## src/rtl/video_pkg.sv

```systemverilog
// video_pkg: screen geometry shared by the plotting controller, line drawer and framebuffer writer
//   HOR_ACTIVE_PIXELS / VER_ACTIVE_PIXELS : active screen size
//   X_WIDTH / Y_WIDTH                     : coordinate widths derived from the screen size
package video_pkg;
    localparam int HOR_ACTIVE_PIXELS = 640;
    localparam int VER_ACTIVE_PIXELS = 480;
    localparam int X_WIDTH = $clog2(HOR_ACTIVE_PIXELS);
    localparam int Y_WIDTH = $clog2(VER_ACTIVE_PIXELS);
endpackage

```

## src/rtl/line_drawer_step.sv

```systemverilog
// line_drawer_step: one combinational Bresenham step
//   i_err, i_dx, i_dy : error term, |dx| and -|dy| (signed, W bits)
//   i_x, i_y          : current point
//   i_sx, i_sy        : 1 = step in the negative direction
//   o_err, o_x, o_y   : point and error term after the step
module line_drawer_step #(
    parameter int XW = 10,
    parameter int YW = 9,
    parameter int W  = 13
) (
    input  logic signed [W-1:0]  i_err,
    input  logic signed [W-1:0]  i_dx,
    input  logic signed [W-1:0]  i_dy,
    input  logic        [XW-1:0] i_x,
    input  logic        [YW-1:0] i_y,
    input  logic                 i_sx,
    input  logic                 i_sy,
    output logic signed [W-1:0]  o_err,
    output logic        [XW-1:0] o_x,
    output logic        [YW-1:0] o_y
);
    logic signed [W-1:0] w_e2;
    logic                w_step_x;
    logic                w_step_y;
    always_comb begin
        w_e2     = i_err <<< 1;
        w_step_x = w_e2 >= i_dy;
        w_step_y = w_e2 <= i_dx;
        // both decisions use the pre-step error, so a diagonal step adds dy and dx together
        o_err    = i_err + (w_step_x ? i_dy : {W{1'b0}}) + (w_step_y ? i_dx : {W{1'b0}});
        o_x      = w_step_x ? (i_sx ? i_x - 1'b1 : i_x + 1'b1) : i_x;
        o_y      = w_step_y ? (i_sy ? i_y - 1'b1 : i_y + 1'b1) : i_y;
    end
endmodule

```

## src/rtl/line_drawer.sv

```systemverilog
// line_drawer: Bresenham line rasteriser with a start/ready request side and a valid/ready pixel stream
//   clk, rst                 : clock, asynchronous active-high reset
//   start, ready             : segment request, accepted while ready=1
//   x1, y1, x2, y2           : segment endpoints, latched on start
//   pixel_x, pixel_y         : current pixel (registered)
//   pixel_valid, pixel_ready : pixel handshake towards the framebuffer writer
module line_drawer #(
    parameter  int HOR_ACTIVE_PIXELS = video_pkg::HOR_ACTIVE_PIXELS,
    parameter  int VER_ACTIVE_PIXELS = video_pkg::VER_ACTIVE_PIXELS,
    localparam int X_WIDTH = $clog2(HOR_ACTIVE_PIXELS),
    localparam int Y_WIDTH = $clog2(VER_ACTIVE_PIXELS)
) (
    input  logic               clk,
    input  logic               rst,
    input  logic               start,
    output logic               ready,
    input  logic [X_WIDTH-1:0] x1,
    input  logic [Y_WIDTH-1:0] y1,
    input  logic [X_WIDTH-1:0] x2,
    input  logic [Y_WIDTH-1:0] y2,
    output logic [X_WIDTH-1:0] pixel_x,
    output logic [Y_WIDTH-1:0] pixel_y,
    output logic               pixel_valid,
    input  logic               pixel_ready
);
    // three guard bits keep 2*err in range for any coordinates of the chosen widths
    localparam int W = ((X_WIDTH > Y_WIDTH) ? X_WIDTH : Y_WIDTH) + 3;
    typedef enum logic [1:0] {S_IDLE, S_SETUP, S_DRAW} state_t;
    state_t              r_state;
    state_t              w_next;
    logic [X_WIDTH-1:0]  r_x1;
    logic [X_WIDTH-1:0]  r_x2;
    logic [X_WIDTH-1:0]  r_x;
    logic [Y_WIDTH-1:0]  r_y1;
    logic [Y_WIDTH-1:0]  r_y2;
    logic [Y_WIDTH-1:0]  r_y;
    logic signed [W-1:0] r_dx;
    logic signed [W-1:0] r_dy;
    logic signed [W-1:0] r_err;
    logic                r_sx;
    logic                r_sy;
    logic signed [W-1:0] w_dxs;
    logic signed [W-1:0] w_dys;
    logic signed [W-1:0] w_dx;
    logic signed [W-1:0] w_dy;
    logic signed [W-1:0] w_err;
    logic [X_WIDTH-1:0]  w_x;
    logic [Y_WIDTH-1:0]  w_y;
    logic                w_beat;
    logic                w_end;
    line_drawer_step #(.XW(X_WIDTH), .YW(Y_WIDTH), .W(W)) u_step (
        .i_err(r_err),
        .i_dx (r_dx),
        .i_dy (r_dy),
        .i_x  (r_x),
        .i_y  (r_y),
        .i_sx (r_sx),
        .i_sy (r_sy),
        .o_err(w_err),
        .o_x  (w_x),
        .o_y  (w_y)
    );
    always_comb begin
        w_dxs  = $signed({{(W-X_WIDTH){1'b0}}, r_x2}) - $signed({{(W-X_WIDTH){1'b0}}, r_x1});
        w_dys  = $signed({{(W-Y_WIDTH){1'b0}}, r_y2}) - $signed({{(W-Y_WIDTH){1'b0}}, r_y1});
        w_dx   = (w_dxs < 0) ? -w_dxs : w_dxs;
        w_dy   = (w_dys < 0) ? w_dys : -w_dys;
        w_beat = (r_state == S_DRAW) && pixel_ready;
        w_end  = (r_x == r_x2) && (r_y == r_y2);
    end
    always_ff @(posedge clk or posedge rst) begin
        if (rst) r_state <= S_IDLE;
        else     r_state <= w_next;
    end
    always_comb begin
        w_next = (r_state == S_IDLE)  ? (start ? S_SETUP : S_IDLE) :
                 (r_state == S_SETUP) ? S_DRAW :
                 (r_state == S_DRAW && !(w_beat && w_end)) ? S_DRAW : S_IDLE;
    end
    always_comb begin
        ready       = r_state == S_IDLE;
        pixel_valid = r_state == S_DRAW;
        pixel_x     = r_x;
        pixel_y     = r_y;
    end
    always_ff @(posedge clk or posedge rst) begin
        if (rst) begin
            r_x1  <= '0;
            r_x2  <= '0;
            r_y1  <= '0;
            r_y2  <= '0;
            r_x   <= '0;
            r_y   <= '0;
            r_dx  <= '0;
            r_dy  <= '0;
            r_err <= '0;
            r_sx  <= 1'b0;
            r_sy  <= 1'b0;
        end else if (r_state == S_IDLE && start) begin
            r_x1 <= x1;
            r_y1 <= y1;
            r_x2 <= x2;
            r_y2 <= y2;
        end else if (r_state == S_SETUP) begin
            r_dx  <= w_dx;
            r_dy  <= w_dy;
            r_err <= w_dx + w_dy;
            r_sx  <= !(r_x1 < r_x2);
            r_sy  <= !(r_y1 < r_y2);
            r_x   <= r_x1;
            r_y   <= r_y1;
        end else if (w_beat && !w_end) begin
            r_err <= w_err;
            r_x   <= w_x;
            r_y   <= w_y;
        end
    end
endmodule

```

## config.mk

```make
export PLATFORM = sky130hd
export DESIGN_NAME = line_drawer
export DESIGN_NICKNAME = d
export VERILOG_FILES = /design/src/rtl/video_pkg.sv /design/src/rtl/line_drawer_step.sv /design/src/rtl/line_drawer.sv
export SDC_FILE = /design/constraint.sdc
export NUM_CORES = 1
export LEC_CHECK = 0
export ABC_AREA = 1
export CAP_MARGIN = 20
export CORE_ASPECT_RATIO = 1.1
export CORE_MARGIN = 2
export CORE_UTILIZATION = 47
export CTS_CLUSTER_SIZE = 40
export DETAILED_ROUTE_END_ITERATION = 8
export DONT_BUFFER_PORTS = 1
export GPL_TIMING_DRIVEN = 0
export PLACE_DENSITY = 0.65
export SYNTH_ARGS = -nofsm -noshare
export SYNTH_HDL_FRONTEND = slang
export SYNTH_SLANG_ARGS = --single-unit
```

## constraint.sdc

```tcl
create_clock -name clk -period 10.5 [get_ports clk]
set_input_delay 0.525 -clock clk [delete_from_list [all_inputs] [get_ports clk]]
set_output_delay 0.525 -clock clk [all_outputs]
set_load 0.01 [all_outputs]
```

==> results_dict.tcl, run 1 <==
set metrics [dict create \
    outcome "finished clean" \
    design.portCount 63 \
    drt_iter0_markers 344 \
    syn_avg_cell_area_um2 7.39 \
    floorplan.die.width_um 130 \
    clock_path_buffers 2 \
    rsz0062_at_grt "no" \
    leakage_nw 4.63 \
    crit_path_max_incr_delay_ns 0.53 \
    grt_antenna_before_repair 0 \
    cts_tree "yes" \
    dpl.hpwl_um 17000 \
    critPathRequiredTime_ns 10.78 \
    design.die.area_mm2 0.0185 \
    synth-seq-area-share_pct 30.2 \
    grt_pass1_wl_um 35000 \
    crit_arrival_ns 4.79 \
    drt_first_pass_iters 5 \
    synthesis.area_mm2 0.00820 \
    route.detailed.vias_per_inst 5.16 \
    r2r_slack_ns 5.99 \
    placer_congestion 0.928 \
    vdd_ir_drop_max_v 0.000130 \
    clk_pin_slew_worst_paths_ns 0.07 \
    grt_start_max_net_pins 51 \
    critical_path_s_slowest_cell "fa_1" \
    tritoncts.num_buffers 9 \
    clock_insertion_delay_worst_skew_ns 0.36 \
    critical_path_class "reg2reg" \
    fin_setup_tns_ns 0 \
    worstHoldPathType "in2async" \
    synth_enable_flop_cells 0 \
    buffer_cell_driving_the_clock_tree_root "clkbuf_16" \
    cts.hold.buffers_added 0 \
    drive_above_1_share_pct 6.48 \
    layout-area-overhead-vs-synth_pct 7.70 \
    path_cells "ha_1, nand2_1, nor2_1, inv_1, nor2_1, nand2_1, nand3_1, nand3_2, clkinv_1, nor2_1, fa_1, ha_1, inv_1, fa_1, inv_1, a21oi_1, or2_2, nand2_1, nand2_1, nand2_1, or2_2, nand3_1, a31oi_1" \
    port_buffers 0 \
    cts_resized 0 \
    cts_setup_buffers 0 \
    report.final.setup_viol 0 \
    max_freq_mhz 222 \
    ctsHtreeMaxLevel 3 \
    asyncSetResetFlopFracSynth_pct 100 \
    worst-slew-pin-transition_ns 0.878 \
    final_nets 1262 \
    vias_in_the_first_global_route 6851 \
    slew-limit-headroom_pct 41.4 \
    postLayoutCoreUtil_pct 51.7 \
    timing.final.hold_violations 0 \
    path_common_cell "nand2_1" \
    drv_cap 0 \
    total_detailed_routing_wirelength_um 21300 \
    syn-num-nets 1250 \
    largest_clock_skew_in_the_final_design_ns 0.0105 \
    fp.coreArea_mm2 0.0171 \
    grt_usage_pct 24.5 \
    floorplan.initialDensity_pct 48.0 \
    n_antenna_cell 0 \
    drc_errors 0 \
    slew_viol_final 0 \
    synth.lib_cells_used.distinct 54 \
    die_y_um 143 \
    dr_total_vias 7025 \
    post_drt_wl_per_cell_um 15.6 \
    tritoncts_num_sinks 99 \
    yosys_register_bits 99 \
    antenna_left 0 \
    grt_overflow_total 0 \
    cells_after_synth 1110 \
    final.period_utilization_pct 42.9 \
    critical_path_peak_fanout 10 \
    kind_of_start_point_of_the_critical_path "register" \
    std_cell_rows 50 \
    synthesis.yosys.warnings 0 \
    power.density_mw_per_mm2 95.2 \
    fin_crit_ns 4.51 \
    critical_path_end_type "register" \
    dominantRegCellSynth "dfrtp_1" \
]
## cells in the final DEF, fill, tap and decap left out, types with 5 or more instances in the layout
| cell | n |
|---|---|
| xnor2_1 | 17 |
| o21ai_0 | 72 |
| dfrtp_1 | 99 |
| inv_1 | 152 |
| a31oi_1 | 11 |
| nand4_1 | 9 |
| nor2_1 | 69 |
| clkbuf_1 | 15 |
| nand3_1 | 54 |
| fa_1 | 17 |
| inv_2 | 5 |
| nor3_1 | 11 |
| a21oi_1 | 53 |
| nand2_1 | 300 |
| clkbuf_16 | 9 |
| nand2_2 | 6 |
| o21ai_1 | 25 |
| or2_2 | 13 |
| xor2_1 | 37 |
| ha_1 | 81 |
## cell families (layout without fill, tap and decap cells)
kind of cell    count (synthesis)  in the layout  synth area share, %
fa+ha+maj                      98             98                 16.5
simple gates                  480            480                 24.7
compound gates                187            187                 12.7
flops                          99             99                 30.2
xor+xnor                       59             59                 6.89
buf+inv                       187            204                 8.97
## area by class of cell
type / count / area, um2
well taps: 234 / 293
flip-flops and latches: 99 / 2480
inverters: 161 / 607
multi-input cells: 824 / 4990
fillers: 1701 / 8240
repair buffers: 1 / 27.5
clock inverters: 7 / 83.8
clock buffers: 9 / 225
plain buffers: 26 / 131
## routing by layer
layer | vias up | track usage, % | routed length (um)
met2 | 159 | 41.0 | 10200
li1 | 3604 | - | -
met3 | 29 | 4.29 | 976
met5 | - | 0 | 0
met1 | 3233 | 32.4 | 9650
met4 | 0 | 7.19 | 480
## path summary, 6_finish.rpt
check | cells past startpoint | start | end
min | 1 | rst | r_y2[4]$_DFFE_PP0P_
max in group asynchronous | 2 | rst | r_x2[0]$_DFFE_PP0P_
min in group clk | 2 | x2[8] | r_x2[8]$_DFFE_PP0P_
max reg2reg | 23 | r_err[11]$_DFFE_PP0P_ | r_err[9]$_DFFE_PP0P_
min reg2reg | 2 | r_dx[1]$_DFFE_PP0P_ | r_dx[1]$_DFFE_PP0P_
max | 23 | r_err[11]$_DFFE_PP0P_ | r_err[9]$_DFFE_PP0P_
## state kept, by name, indices dropped and copies added, names as in the netlist, 2 cells and up
name,flops
pixel_x,10
pixel_y,9
r_dx,13
r_dy,13
r_err,12
r_state,2
r_x1,10
r_x2,10
r_y1,9
r_y2,9
## where the power goes
group          internal [W]  total (W)  switching (W)
Sequential         0.000391   0.000411      0.0000207
Clock              0.000189   0.000354       0.000165
Combinational     0.0000311  0.0000761      0.0000450
Total              0.000611   0.000841       0.000230
## per-stage QoR
stage	cell area [um2]	hold WS, ns	instances	power (W)	setup slack, ns
after floorplan	8200	0.449	1110	0.000472	6.81
after global placement	8500	0.469	1344	0.000493	6.00
final	8830	0.140	1361	0.000841	5.99
after detailed placement	8530	0.477	1345	0.000497	5.98
after CTS	8830	0.158	1361	0.000848	5.95
after global routing	8830	0.180	1361	0.000876	5.65
## synth_stat cells (5+ instances only)
master	number	area, um2
inv_1	153	574
a21oi_1	53	265
fa_1	17	340
nand4_1	9	56.3
o21ai_0	72	360
nor3_1	11	55.1
o21ai_1	25	125
xnor2_1	17	149
dfrtp_1	99	2480
nand3_1	54	270
ha_1	81	1010
or2_2	13	81.3
inv_2	5	18.8
nor2_1	69	259
nand2_2	6	37.5
nand2_1	300	1130
clkbuf_1	15	56.3
a31oi_1	11	68.8
xor2_1	37	324
## worst max-delay path, delay by kind of cell, from the launching register on
kind / cells / cell delay (ns)
buffers and inverters: 4 / 0.56
adder cells (fa/ha/maj): 4 / 1.61
AND/OR/NAND/NOR: 13 / 1.60
AO/OA/AOI/OAI: 2 / 0.23
flip-flops: 1 / 0.43
No activity file was read; power rests on OpenSTA's default activity.
==> run 2, diff against run 1 <==
ABC_AREA = 0   (was 1)
PLACE_DENSITY = 0.67   (was 0.65)
clock period = 3.96 ns   (was 10.5 ns; I/O delays follow)
==> results_dict.tcl, run 2 <==
set metrics [dict create \
    outcome "finished with violations" \
    violations "negative setup slack" \
    drive_above_1_share_pct 15.7 \
    yosys_register_bits 99 \
    critPathRequiredTime_ns 4.19 \
    grt_antenna_before_repair 0 \
    floorplan.die.width_um 128 \
    clock_path_buffers 2 \
    grt_usage_pct 23.0 \
    postLayoutCoreUtil_pct 56.2 \
    vias_in_the_first_global_route 6575 \
    grt_start_max_net_pins 52 \
    layout.cells.most_common_list "dfrtp_1 (97), nand2_1 (85), ha_1 (73)" \
    dominantRegCellSynth "dfrtp_1" \
    drc_errors 0 \
    critical_path_end_type "register" \
    dr_total_vias 6506 \
    grt_pass1_wl_um 32900 \
    drt_first_pass_iters 5 \
    n_antenna_cell 0 \
    asyncSetResetFlopFracSynth_pct 100 \
    clk_pin_slew_worst_paths_ns 0.07 \
    syn-num-nets 1022 \
    floorplan.initialDensity_pct 47.6 \
    ctsHtreeMaxLevel 3 \
    report.final.setup_viol 7 \
    tritoncts_num_sinks 99 \
    dpl.hpwl_um 15600 \
    layout-area-overhead-vs-synth_pct 18.1 \
    synth.lib_cells_used.distinct 65 \
    worstHoldPathType "in2reg" \
    clock_insertion_delay_worst_skew_ns 0.35 \
    synthesis.area_mm2 0.00800 \
    fin_crit_ns 4.68 \
    cts_tree "yes" \
    slew-limit-headroom_pct 35.7 \
    die_y_um 141 \
    synth-seq-area-share_pct 31.0 \
    fp.coreArea_mm2 0.0168 \
    kind_of_start_point_of_the_critical_path "register" \
    design.portCount 63 \
    critical_path_peak_fanout 5 \
    post_drt_wl_per_cell_um 17.5 \
    synth_commonest_cells "dfrtp_1 (99), nand2_1 (87), ha_1 (81)" \
    layout_commonest_cell "dfrtp_1" \
    timing.final.hold_violations 0 \
    cells_after_synth 882 \
    placed_cells 1091 \
    largest_clock_skew_in_the_final_design_ns 0.00666 \
    design.die.area_mm2 0.0181 \
    reg_top3 "r_dx (13), r_dy (13), r_err (12)" \
    crit_arrival_ns 4.91 \
    rsz0062_at_grt "yes" \
    grt_overflow_total 0 \
    placer_congestion 0.892 \
    drv_cap 0 \
    netlist_top_cells_area "dfrtp_1 (31%), ha_1 (13%), mux2_2 (5.1%)" \
    synth_enable_flop_cells 0 \
    yosys.cell_count.top_type "dfrtp_1" \
    syn_avg_cell_area_um2 9.07 \
    slew_viol_final 0 \
    route.detailed.vias_per_inst 5.57 \
    post-place-ws_ns -1.26 \
    crit_path_setup_slack_layout_ns -0.719 \
    final_nets 1095 \
    synthesis.yosys.warnings 0 \
    worst-slew-pin-transition_ns 0.964 \
    layout.cells.non_filler 1168 \
    final.period_utilization_pct 118 \
    std_cell_rows 50 \
    antenna_left 0 \
    buffer_cell_driving_the_clock_tree_root "clkbuf_16" \
    drt_iter0_markers 335 \
    critical_path_class "reg2reg" \
    max_freq_mhz 214 \
    tritoncts.num_buffers 9 \
    port_buffers 0 \
    netlist.top_cell.by_area "dfrtp_1" \
    total_detailed_routing_wirelength_um 20400 \
    synth.top_cell.area_share_pct 31.0 \
]
==> run 2: cell count changes in the layout (fill, tap and decap cells not counted), sizes merged, moves of 28 or more <==
cell	previous run	this run
nand2	306	87
o21ai	100	72
nand3	56	11
dlygate4sd3	0	36
inv	160	80
mux2	0	38
==> run 2: final cells by class <==
cell class,count,area [um2]
inverter,79,299
clock inverter,5,37.5
timing repair buffer,63,583
clock buffer,11,233
fill,1452,7380
buffer,25,115
multi-input combinational,678,5440
tap,208,260
sequential,99,2480
==> run 2: per-layer routing <==
| layer | track usage (%) | part of all wire [%] |
|---|---|---|
| met1 | 29.4 | 45 |
| met2 | 40.6 | 50 |
| met3 | 3.26 | 3.9 |
| met4 | 6.07 | 1.8 |
| met5 | 0 | 0 |
==> run 2: through the flow <==
stage,area [um2],TNS [ns],hold slack [ns]
5_1_grt,9450,-4.31,0.00263
3_5_place_dp,8350,-7.64,0.196
6_report,9450,-2.66,0.00180
3_3_place_gp,8320,-7.17,0.318
4_1_cts,9290,-2.72,0.000515
2_1_floorplan,8060,-0.545,0.315
==> run 2: worst paths after layout <==
| path | endpoint | startpoint | slack [ns] | cells past startpoint |
|---|---|---|---|---|
| setup / recovery | r_err[11]$_DFFE_PP0P_ | r_err[0]$_DFFE_PP0P_ | -0.72 | 17 |
| hold / removal | r_y2[3]$_DFFE_PP0P_ | y2[3] | 0.002 | 1 |
| setup reg to reg | r_err[11]$_DFFE_PP0P_ | r_err[0]$_DFFE_PP0P_ | -0.72 | 17 |
| hold reg to reg | pixel_y[2]$_DFFE_PP0P_ | r_y1[2]$_DFFE_PP0P_ | 0.48 | 2 |
| max in group asynchronous | r_err[5]$_DFFE_PP0P_ | rst | 2.87 | 3 |
| min in group asynchronous | r_x1[6]$_DFFE_PP0P_ | rst | 0.41 | 2 |
==> run 2: timing repair <==
action	CTS	global route
pin swaps	15	18
endpoints found under the setup margin	10	10
hold buffers	35	1
gates cloned	0	0
hold endpoints to repair	82	1
gates resized for setup	35	32
setup buffers	22	4
==> run 2: worst max-delay path, cell delays in order, from the launching register on <==
cell      delay [ns]
dfrtp_1         0.43
ha_1            0.30
nor2b_4         0.13
o21ai_2         0.15
a31oi_4         0.12
or4_4           0.52
o21bai_4        0.23
buf_8           0.14
buf_4           0.11
and2_1          0.15
fa_1            0.43
ha_1            0.35
a21boi_2        0.18
o21a_1          0.22
o41ai_4         0.41
o21ai_2         0.12
a41o_1          0.23
or3_1           0.33
==> run 2: kinds of logic after synthesis <==
group	synth area share [%]
AO/OA/AOI/OAI	16.0
XOR/XNOR	8.10
adder cells (fa/ha/maj)	16.9
buffers and inverters	4.99
flip-flops	31.0
multiplexers	8.40
AND/OR/NAND/NOR	14.6
Power of run 2 is left out: the tool's default activity adds up to more than one toggle a clock period on the data nets, which glitch-free logic cannot reach.
